===== config.mk =====
export PLATFORM = sky130hd
export DESIGN_NAME = usart_comparator
export DESIGN_NICKNAME = d
export VERILOG_FILES = /design/src/rtl/usart_comparator.sv
export SDC_FILE = /design/constraint.sdc
export NUM_CORES = 1
export LEC_CHECK = 0
export ABC_CLOCK_PERIOD_IN_PS = 1300
export CAP_MARGIN = 20
export CORE_ASPECT_RATIO = 0.9
export CORE_MARGIN = 1.5
export CORE_UTILIZATION = 35
export CTS_CLUSTER_DIAMETER = 50
export CTS_CLUSTER_SIZE = 16
export DETAILED_ROUTE_END_ITERATION = 8
export GPL_ROUTABILITY_DRIVEN = 1
export HOLD_SLACK_MARGIN = 0.05
export PLACE_DENSITY = 0.84
export SLEW_MARGIN = 20
export SYNTH_ARGS = -nofsm -noshare
export SYNTH_HDL_FRONTEND = slang
export SYNTH_SLANG_ARGS = --single-unit

===== constraint.sdc =====
create_clock -name clk_i -period 1.3 [get_ports clk_i]
set_input_delay 0.13 -clock clk_i [delete_from_list [all_inputs] [get_ports clk_i]]
set_output_delay 0.13 -clock clk_i [all_outputs]
set_load 0.01 [all_outputs]

===== src/rtl/usart_comparator.sv =====
// Registered one-hot magnitude comparator (equal / greater / lower), one-cycle latency.
// Optional macro COMPARATOR_SIGNED_EN adds signed_i to select two's-complement compares.
module usart_comparator #(
  parameter int DATA_WIDTH = 32
) (
  input  logic                  clk_i,
  input  logic                  rst_n_i,
  input  logic                  valid_i,
`ifdef COMPARATOR_SIGNED_EN
  input  logic                  signed_i,
`endif
  input  logic [DATA_WIDTH-1:0] data_0_i,
  input  logic [DATA_WIDTH-1:0] data_1_i,
  output logic                  valid_o,
  output logic                  equal_o,
  output logic                  greater_o,
  output logic                  lower_o
);

  // Result encoding of classify(): {equal, greater, lower}
  function automatic logic [2:0] classify(input logic signed [DATA_WIDTH:0] a,
                                          input logic signed [DATA_WIDTH:0] b);
    logic [2:0] res;
    res = 3'b000;
    if (a == b) begin
      res = 3'b100;
    end else if (a > b) begin
      res = 3'b010;
    end else begin
      res = 3'b001;
    end
    return res;
  endfunction

  logic                         sign_mode;
  logic signed [DATA_WIDTH:0]   a_ext;
  logic signed [DATA_WIDTH:0]   b_ext;
  logic [2:0]                   flags_nxt;

  logic                         vld_p1;
  logic                         equal_p1;
  logic                         greater_p1;
  logic                         lower_p1;

`ifdef COMPARATOR_SIGNED_EN
  assign sign_mode = signed_i;
`else
  assign sign_mode = 1'b0;
`endif

  // One extra bit lets a single signed compare serve both modes: it carries the
  // sign in two's-complement mode and is zero (pure magnitude) otherwise.
  always_comb begin
    a_ext     = {sign_mode & data_0_i[DATA_WIDTH-1], data_0_i};
    b_ext     = {sign_mode & data_1_i[DATA_WIDTH-1], data_1_i};
    flags_nxt = classify(a_ext, b_ext);
  end

  // Stage p0 -> p1: flags update only on an accepted compare and otherwise hold
  always_ff @(posedge clk_i or negedge rst_n_i) begin
    if (!rst_n_i) begin
      vld_p1     <= 1'b0;
      equal_p1   <= 1'b0;
      greater_p1 <= 1'b0;
      lower_p1   <= 1'b0;
    end else begin
      vld_p1 <= valid_i;
      if (valid_i) begin
        equal_p1   <= flags_nxt[2];
        greater_p1 <= flags_nxt[1];
        lower_p1   <= flags_nxt[0];
      end
    end
  end

  assign valid_o   = vld_p1;
  assign equal_o   = equal_p1;
  assign greater_o = greater_p1;
  assign lower_o   = lower_p1;

endmodule


==> reports/results.tsv, run 1 <==
stage	metric	value	unit
timing	Layout Skew	0	ns
logic_synthesis	Yosys top cell area share	0.410	
logic_synthesis	mux cell area share after synthesis	0	
setup_path	worst setup path endpoint	lower_o	
global_routing	Remaining Overflow, GRT	0	
clocking	clock buffer count from CTS	3	
logic_synthesis	Synth Net Count	222	
run_status	status	finished, violations left	
run_status	violated checks	setup timing	
global_routing	Total GRT Usage	0.262	
timing	Max Transition Viols Final	0	
logic_synthesis	Synth Cell Area	976	um^2
die	I/O pins	71	
timing	RSZ-0062 raised after global routing	true	
clocking	CTS sink cnt	4	
logic_synthesis	Post-Synthesis Cells	123	
pwr	peak supply drop	242	uV
setup_path	CP Launch Point	data_0_i[11]	
setup_path	Max stage delay cell, worst path	nor4_4	
timing	final worst-path cycle share	1.14	
global_routing	first-pass GRT wire length	6120	um
setup_path	CP max stage delay	0.30	ns
timing	Setup TNS	-0.350	ns
detailed_routing	Initial DRC Count	27	
setup_path	Arr. time, crit path	1.62	ns
timing	worst setup slack after layout	-0.180	ns
placement	DP HPWL	2590	um
clocking	clk_lat worst skew	0.24	ns
detailed_routing	via count	1312	
setup_path	Setup CP Type	primary input to register	
placement	number of port buffers	70	
finish	fin nets	314	
logic_synthesis	Yosys warning total	0	
timing	final hold violation count	0	
logic_synthesis	cell taking the most area after synthesis	ha_1	
clocking	worst-case clock buffer depth	2	
clocking	CTS root buf	clkbuf_4	
logic_synthesis	sequential fraction of the synthesis area	0.103	
setup_path	Crit. End Element	register	
clocking	htree depth	1	
detailed_routing	vias per cell	5.44	
logic_synthesis	Yosys reg bits	4	
setup_path	Required @ worst endpoint	1.44	ns
setup_path	Reg2Reg Depth	1	
logic_synthesis	Synth Area in Adders	0.410	
setup_path	crit-path max FO	2	
global_routing	vias in the first global route	1536	
timing	max_slew headroom	0.750	
logic_synthesis	Synth Area in XOR/XNOR	0	
finish	Final Util	0.884	
finish	ANT cells	0	
logic_synthesis	largest cells by area after synthesis	ha_1 41%, inv_1 13%, dfrtp_1 10%	
die	Chip Height	53.1	um
setup_path	reg2reg start	lower_o	
logic_synthesis	post-synthesis simple-gate area fraction	0.177	
finish	commonest non-fill, non-tap cells in the layout	30 x ha_4, 28 x buf_6, 27 x inv_2	
setup_path	Worst setup SP type	primary input	
clocking	Worst-path clk slew	0.05	ns
finish	share of cells above drive strength 1	0.723	
setup_path	Top Family by Delay on Critical Path	compound AO/OA/AOI/OAI gates	
finish	Layout area overhead	131	%
timing	final setup vio count	3	
pwr	P_leak	1.07	nW
detailed_routing	number of remaining DRC errors	0	
die	Die ar.	3110	um^2
clocking	CTS tree	yes	
timing	FMAX	676	MHz
setup_path	Reg2Reg Capture Point	lower_o	
pwr	power density over the cells	456	nW/um^2
logic_synthesis	largest family of logic cells by synthesized area	adder cells	
timing	Worst Tran Pin Value	0.375	ns
logic_synthesis	Mean Syn Cell Area	7.93	um^2
global_routing	largest net degree at the start of global routing	5	
setup_path	CP Depth	7	
placement	placer's final routability congestion estimate	0.750	
detailed_routing	Post-DRT Antenna Nets	0	
die	num rows	17	
detailed_routing	first drt pass iteration count	4	
setup_path	Cell Chain, Critical Path	buf_6 > ha_4 > nand4_1 > nor4_4 > a21boi_2 > o31ai_1 > a32o_2	
finish	commonest non-fill, non-tap cell in the layout	ha_4	
detailed_routing	Wirelength per Cell	17.5	um
setup_path	Worst Path Buf+Inv	1	
die	core area	2550	um^2
logic_synthesis	complex-gate fraction of the synthesized area	0.183	
die	die span in x	58.7	um
timing	minimum clock period	1.48	ns
job	Max-Cap Viols	0	
hold_path	Hold/Removal Path Class	primary input to async pin	
logic_synthesis	Synth cell types	24	
setup_path	R2R setup slack	0.55	ns
detailed_routing	Post-Route WL	4220	um
global_routing	initial antenna violation count	0	
die	Starting Density	0.382	
-- worst min path at each step --
stage / depth (start not counted) / to / slack, ns
2_1_floorplan: 0 / equal_o / -0.17
3_5_place_dp: 1 / greater_o / 0.35
4_1_cts: 1 / greater_o / 0.09
3_3_place_gp: 1 / valid_o / 0.34
6_report: 1 / greater_o / 0.11
5_1_grt: 1 / greater_o / 0.11
-- synth_stat cells --
library cell  number
inv_1             33
ha_1              32
a21oi_1           12
nand2_1            6
nand3_1            6
dfrtp_1            4
nand4_1            4
a21o_1             3
nor2_1             3
a221o_1            2
nand4_2            2
nor3_1             2
o21ai_0            2
o31ai_1            2
a211oi_1           1
a21boi_2           1
a31oi_1            1
a32o_1             1
and4_1             1
nor2b_1            1
nor4_2             1
nor4_4             1
o211ai_1           1
o311ai_0           1
-- per-stage QoR --
| step | std cells | setup WS [ns] | total power [mW] | hold slack [ns] | cell area [um^2] |
|---|---|---|---|---|---|
| final | 241 | -0.180 | 1.03 | 0.106 | 2260 |
| after detailed placement | 231 | -0.784 | 0.651 | 0.352 | 1790 |
| after floorplan | 123 | -0.162 | 0.344 | -0.166 | 976 |
| after global placement | 231 | -0.727 | 0.630 | 0.340 | 1790 |
| after global routing | 241 | -0.217 | 1.09 | 0.115 | 2260 |
| after CTS | 240 | -0.0500 | 0.967 | 0.0945 | 2190 |
-- logic make-up (layout without fill, tap and decap cells) --
family / after synthesis / after routing
AOI/OAI and AO/OA: 27 / 27
adders and majority gates: 32 / 32
buffers and inverters: 33 / 123
DFF: 4 / 4
and+or+nand+nor: 27 / 27
-- what timing repair did --
action,4_1_cts,5_1_grt
buffers inserted,6,1
gates resized for setup,308,14
hold buffers,0,0
setup endpoints to repair,3,6
pin swaps,59,5
-- power by group --
part / switching [mW] / internal, mW
clock: 0.0659 / 0.104
sequential: 0.00700 / 0.137
combinational: 0.307 / 0.407
total: 0.380 / 0.649
-- cell type report --
class,instances,area [um^2]
multi-input cells,86,1230
repair buffers,87,739
fillers,118,297
inverters,33,129
flip-flops and latches,4,100
well taps,28,35.0
clock buffers,3,22.5
-- registers in the layout, indices dropped and copies added (netlist names) --
name / count
equal_o: 1
greater_o: 1
valid_o: 1
lower_o: 1
-- metal layers --
| metal | global-route usage | vias to the layer above | routed length [um] |
|---|---|---|---|
| met5 | 0 | - | 0 |
| met4 | 0.159 | 0 | 193 |
| met3 | 0.0465 | 18 | 280 |
| met2 | 0.560 | 84 | 2320 |
| met1 | 0.218 | 594 | 1430 |
| li1 | - | 616 | - |
No activity file was read; power rests on OpenSTA's default activity.
==> run 2, diff against run 1 <==
- DONT_BUFFER_PORTS: default -> 1
- PLACE_DENSITY: 0.84 -> 0.51
==> reports/results.tsv, run 2 (same netlist as run 1, synthesis figures left out) <==
stage	metric	value	unit	change
clocking	CTS sink cnt	4		unchanged
global_routing	vias in the first global route	943		-39%
job	Max-Cap Viols	0		unchanged
detailed_routing	vias per cell	5.44		about the same
run_status	status	finished, violations left		
clocking	Worst-path clk slew	0.04	ns	about the same
pwr	part of the power in registers	0.235		+0.095
detailed_routing	Post-Route WL	2280	um	-46%
setup_path	Arr. time, crit path	1.44	ns	-0.18 ns
detailed_routing	Initial DRC Count	26		-3.7%
clocking	clock buffer count from CTS	3		unchanged
setup_path	Cell Chain, Critical Path	inv_1 > ha_1 > nand4_4 > nor4_4 > buf_4 > o31ai_2 > a32o_1		
hold_path	hold-critical path depth	3		
die	Die ar.	3110	um^2	unchanged
pwr	Power Internal	0.423	mW	-35%
setup_path	CP Depth	7		unchanged
pwr	power density over the cells	463	nW/um^2	+1.7%
die	I/O pins	71		unchanged
finish	commonest non-fill, non-tap cell in the layout	inv_1		
run_status	violated checks	setup timing		
detailed_routing	via count	914		-30%
setup_path	Worst setup SP type	primary input		
setup_path	Required @ worst endpoint	1.41	ns	-0.03 ns
timing	Worst Tran Pin Value	0.289	ns	-0.0857 ns
global_routing	initial antenna violation count	0		unchanged
clocking	clk_lat worst skew	0.23	ns	about the same
timing	FMAX	749	MHz	+11%
timing	Max Transition Viols Final	0		unchanged
timing	minimum clock period	1.34	ns	-0.144 ns
die	Chip Height	53.1	um	unchanged
placement	DP HPWL	1880	um	-27%
timing	worst setup slack after layout	-0.0360	ns	+0.144 ns
pwr	combinational share of power	0.537		-0.157
timing	final setup vio count	1		-2
setup_path	CP Launch Point	data_1_i[29]		
die	Starting Density	0.382		unchanged
setup_path	reg2reg start	lower_o		
finish	ANT cells	0		unchanged
die	num rows	17		unchanged
setup_path	Crit. End Element	register		
detailed_routing	Wirelength per Cell	13.6	um	-22%
timing	final worst-path cycle share	1.03		-0.111
pwr	P_leak	0.676	nW	-36%
timing	max_slew headroom	0.806		+0.0557
setup_path	Max stage delay cell, worst path	nor4_4		
clocking	CTS tree	yes		
setup_path	crit-path max FO	4		+2
pwr	P_sw	0.223	mW	-41%
detailed_routing	number of remaining DRC errors	0		unchanged
setup_path	Setup CP Type	primary input to register		
global_routing	Remaining Overflow, GRT	0		unchanged
global_routing	first-pass GRT wire length	3530	um	-42%
pwr	Net Sw Frac	0.346		-0.0236
detailed_routing	Post-DRT Antenna Nets	0		unchanged
clocking	CTS root buf	clkbuf_4		
pwr	Clock power frac	0.227		+0.061
pwr	Design Power	0.646	mW	-37%
hold_path	critical hold path startpoint	valid_i		
finish	share of cells above drive strength 1	0.364		-0.359
timing	Layout Skew	0	ns	unchanged
detailed_routing	first drt pass iteration count	4		unchanged
placement	worst slack, placed	-0.334	ns	+0.450 ns
finish	commonest non-fill, non-tap cells in the layout	24 x inv_1, 19 x ha_1, 13 x ha_4		
timing	RSZ-0062 raised after global routing	true		
pwr	peak supply drop	252	uV	+4.2%
setup_path	CP max stage delay	0.35	ns	+0.05 ns
setup_path	Top Family by Delay on Critical Path	simple AND/OR/NAND/NOR gates		
finish	fin nets	241		-23%
hold_path	Hold/Removal Path Class	primary input to register		
setup_path	R2R setup slack	0.54	ns	about the same
placement	number of port buffers	0		-100%
global_routing	Total GRT Usage	0.141		-0.122
placement	placer's final routability congestion estimate	0.687		-8.4%
die	die span in x	58.7	um	unchanged
setup_path	Reg2Reg Depth	1		unchanged
die	core area	2550	um^2	unchanged
setup_path	Worst Path Buf+Inv	2		+1
clocking	worst-case clock buffer depth	2		unchanged
clocking	htree depth	1		unchanged
finish	Layout area overhead	42.8	%	
global_routing	largest net degree at the start of global routing	5		unchanged
timing	final hold violation count	0		unchanged
[run 2: layout make-up]
type,count,area (um^2)
Clock buffer,3,22.5
Fill cell,240,1160
Inverter,33,146
Multi-Input combinational cell,86,976
Sequential cell,4,100
Tap cell,28,35.0
Timing Repair Buffer,14,114
[run 2: timing repair]
| item | CTS | global route |
|---|---|---|
| resized for setup | 24 | 20 |
| hold buffers | 2 | 0 |
| endpoints found under the hold margin | 6 | 0 |
| endpoints found under the setup margin | 3 | 3 |
| buffers inserted | 3 | 1 |
| pin swaps | 17 | 17 |
[run 2: path summary, 6_finish.rpt]
path / end
min in group asynchronous: equal_o
worst min register to register: greater_o
worst min-delay path: greater_o
worst max-delay path: lower_o
worst max register to register: lower_o
max in group asynchronous: greater_o
[run 2: per-stage QoR]
| step | hold WS, ns | TNS (ns) | cell area (um^2) | utilization | std cells |
|---|---|---|---|---|---|
| 2_1_floorplan | -0.166 | -0.305 | 976 | - | 123 |
| 6_report | 0.136 | -0.0360 | 1390 | 0.546 | 168 |
| 5_1_grt | 0.184 | -0.144 | 1390 | 0.546 | 168 |
| 3_3_place_gp | -0.165 | -0.696 | 1070 | 0.420 | 159 |
| 3_5_place_dp | -0.166 | -0.916 | 1070 | 0.420 | 159 |
| 4_1_cts | 0.104 | -0.0114 | 1280 | 0.500 | 167 |
[run 2: layer usage]
layer | part of all wire | GRT usage | vias to the layer above
met3 | 0.053 | 0.00244 | 0
li1 | - | - | 471
met5 | 0 | 0 | -
met2 | 0.54 | 0.283 | 35
met1 | 0.41 | 0.168 | 408
met4 | 0 | 0.0227 | 0
[run 2: worst min-delay path, cell delays in order]
cell,delay (ns)
inv_1,0.06
nand2_1,0.06
nand3_1,0.06
[run 2: power groups by stage]
| stage | combinational, mW | sequential [mW] | clock, mW |
|---|---|---|---|
| global placement | 0.250 | 0.154 | 0 |
| floorplan | 0.193 | 0.151 | 0 |
| finish | 0.347 | 0.152 | 0.147 |
| detailed placement | 0.259 | 0.154 | 0 |
| global route | 0.400 | 0.153 | 0.165 |
| CTS | 0.306 | 0.153 | 0.151 |
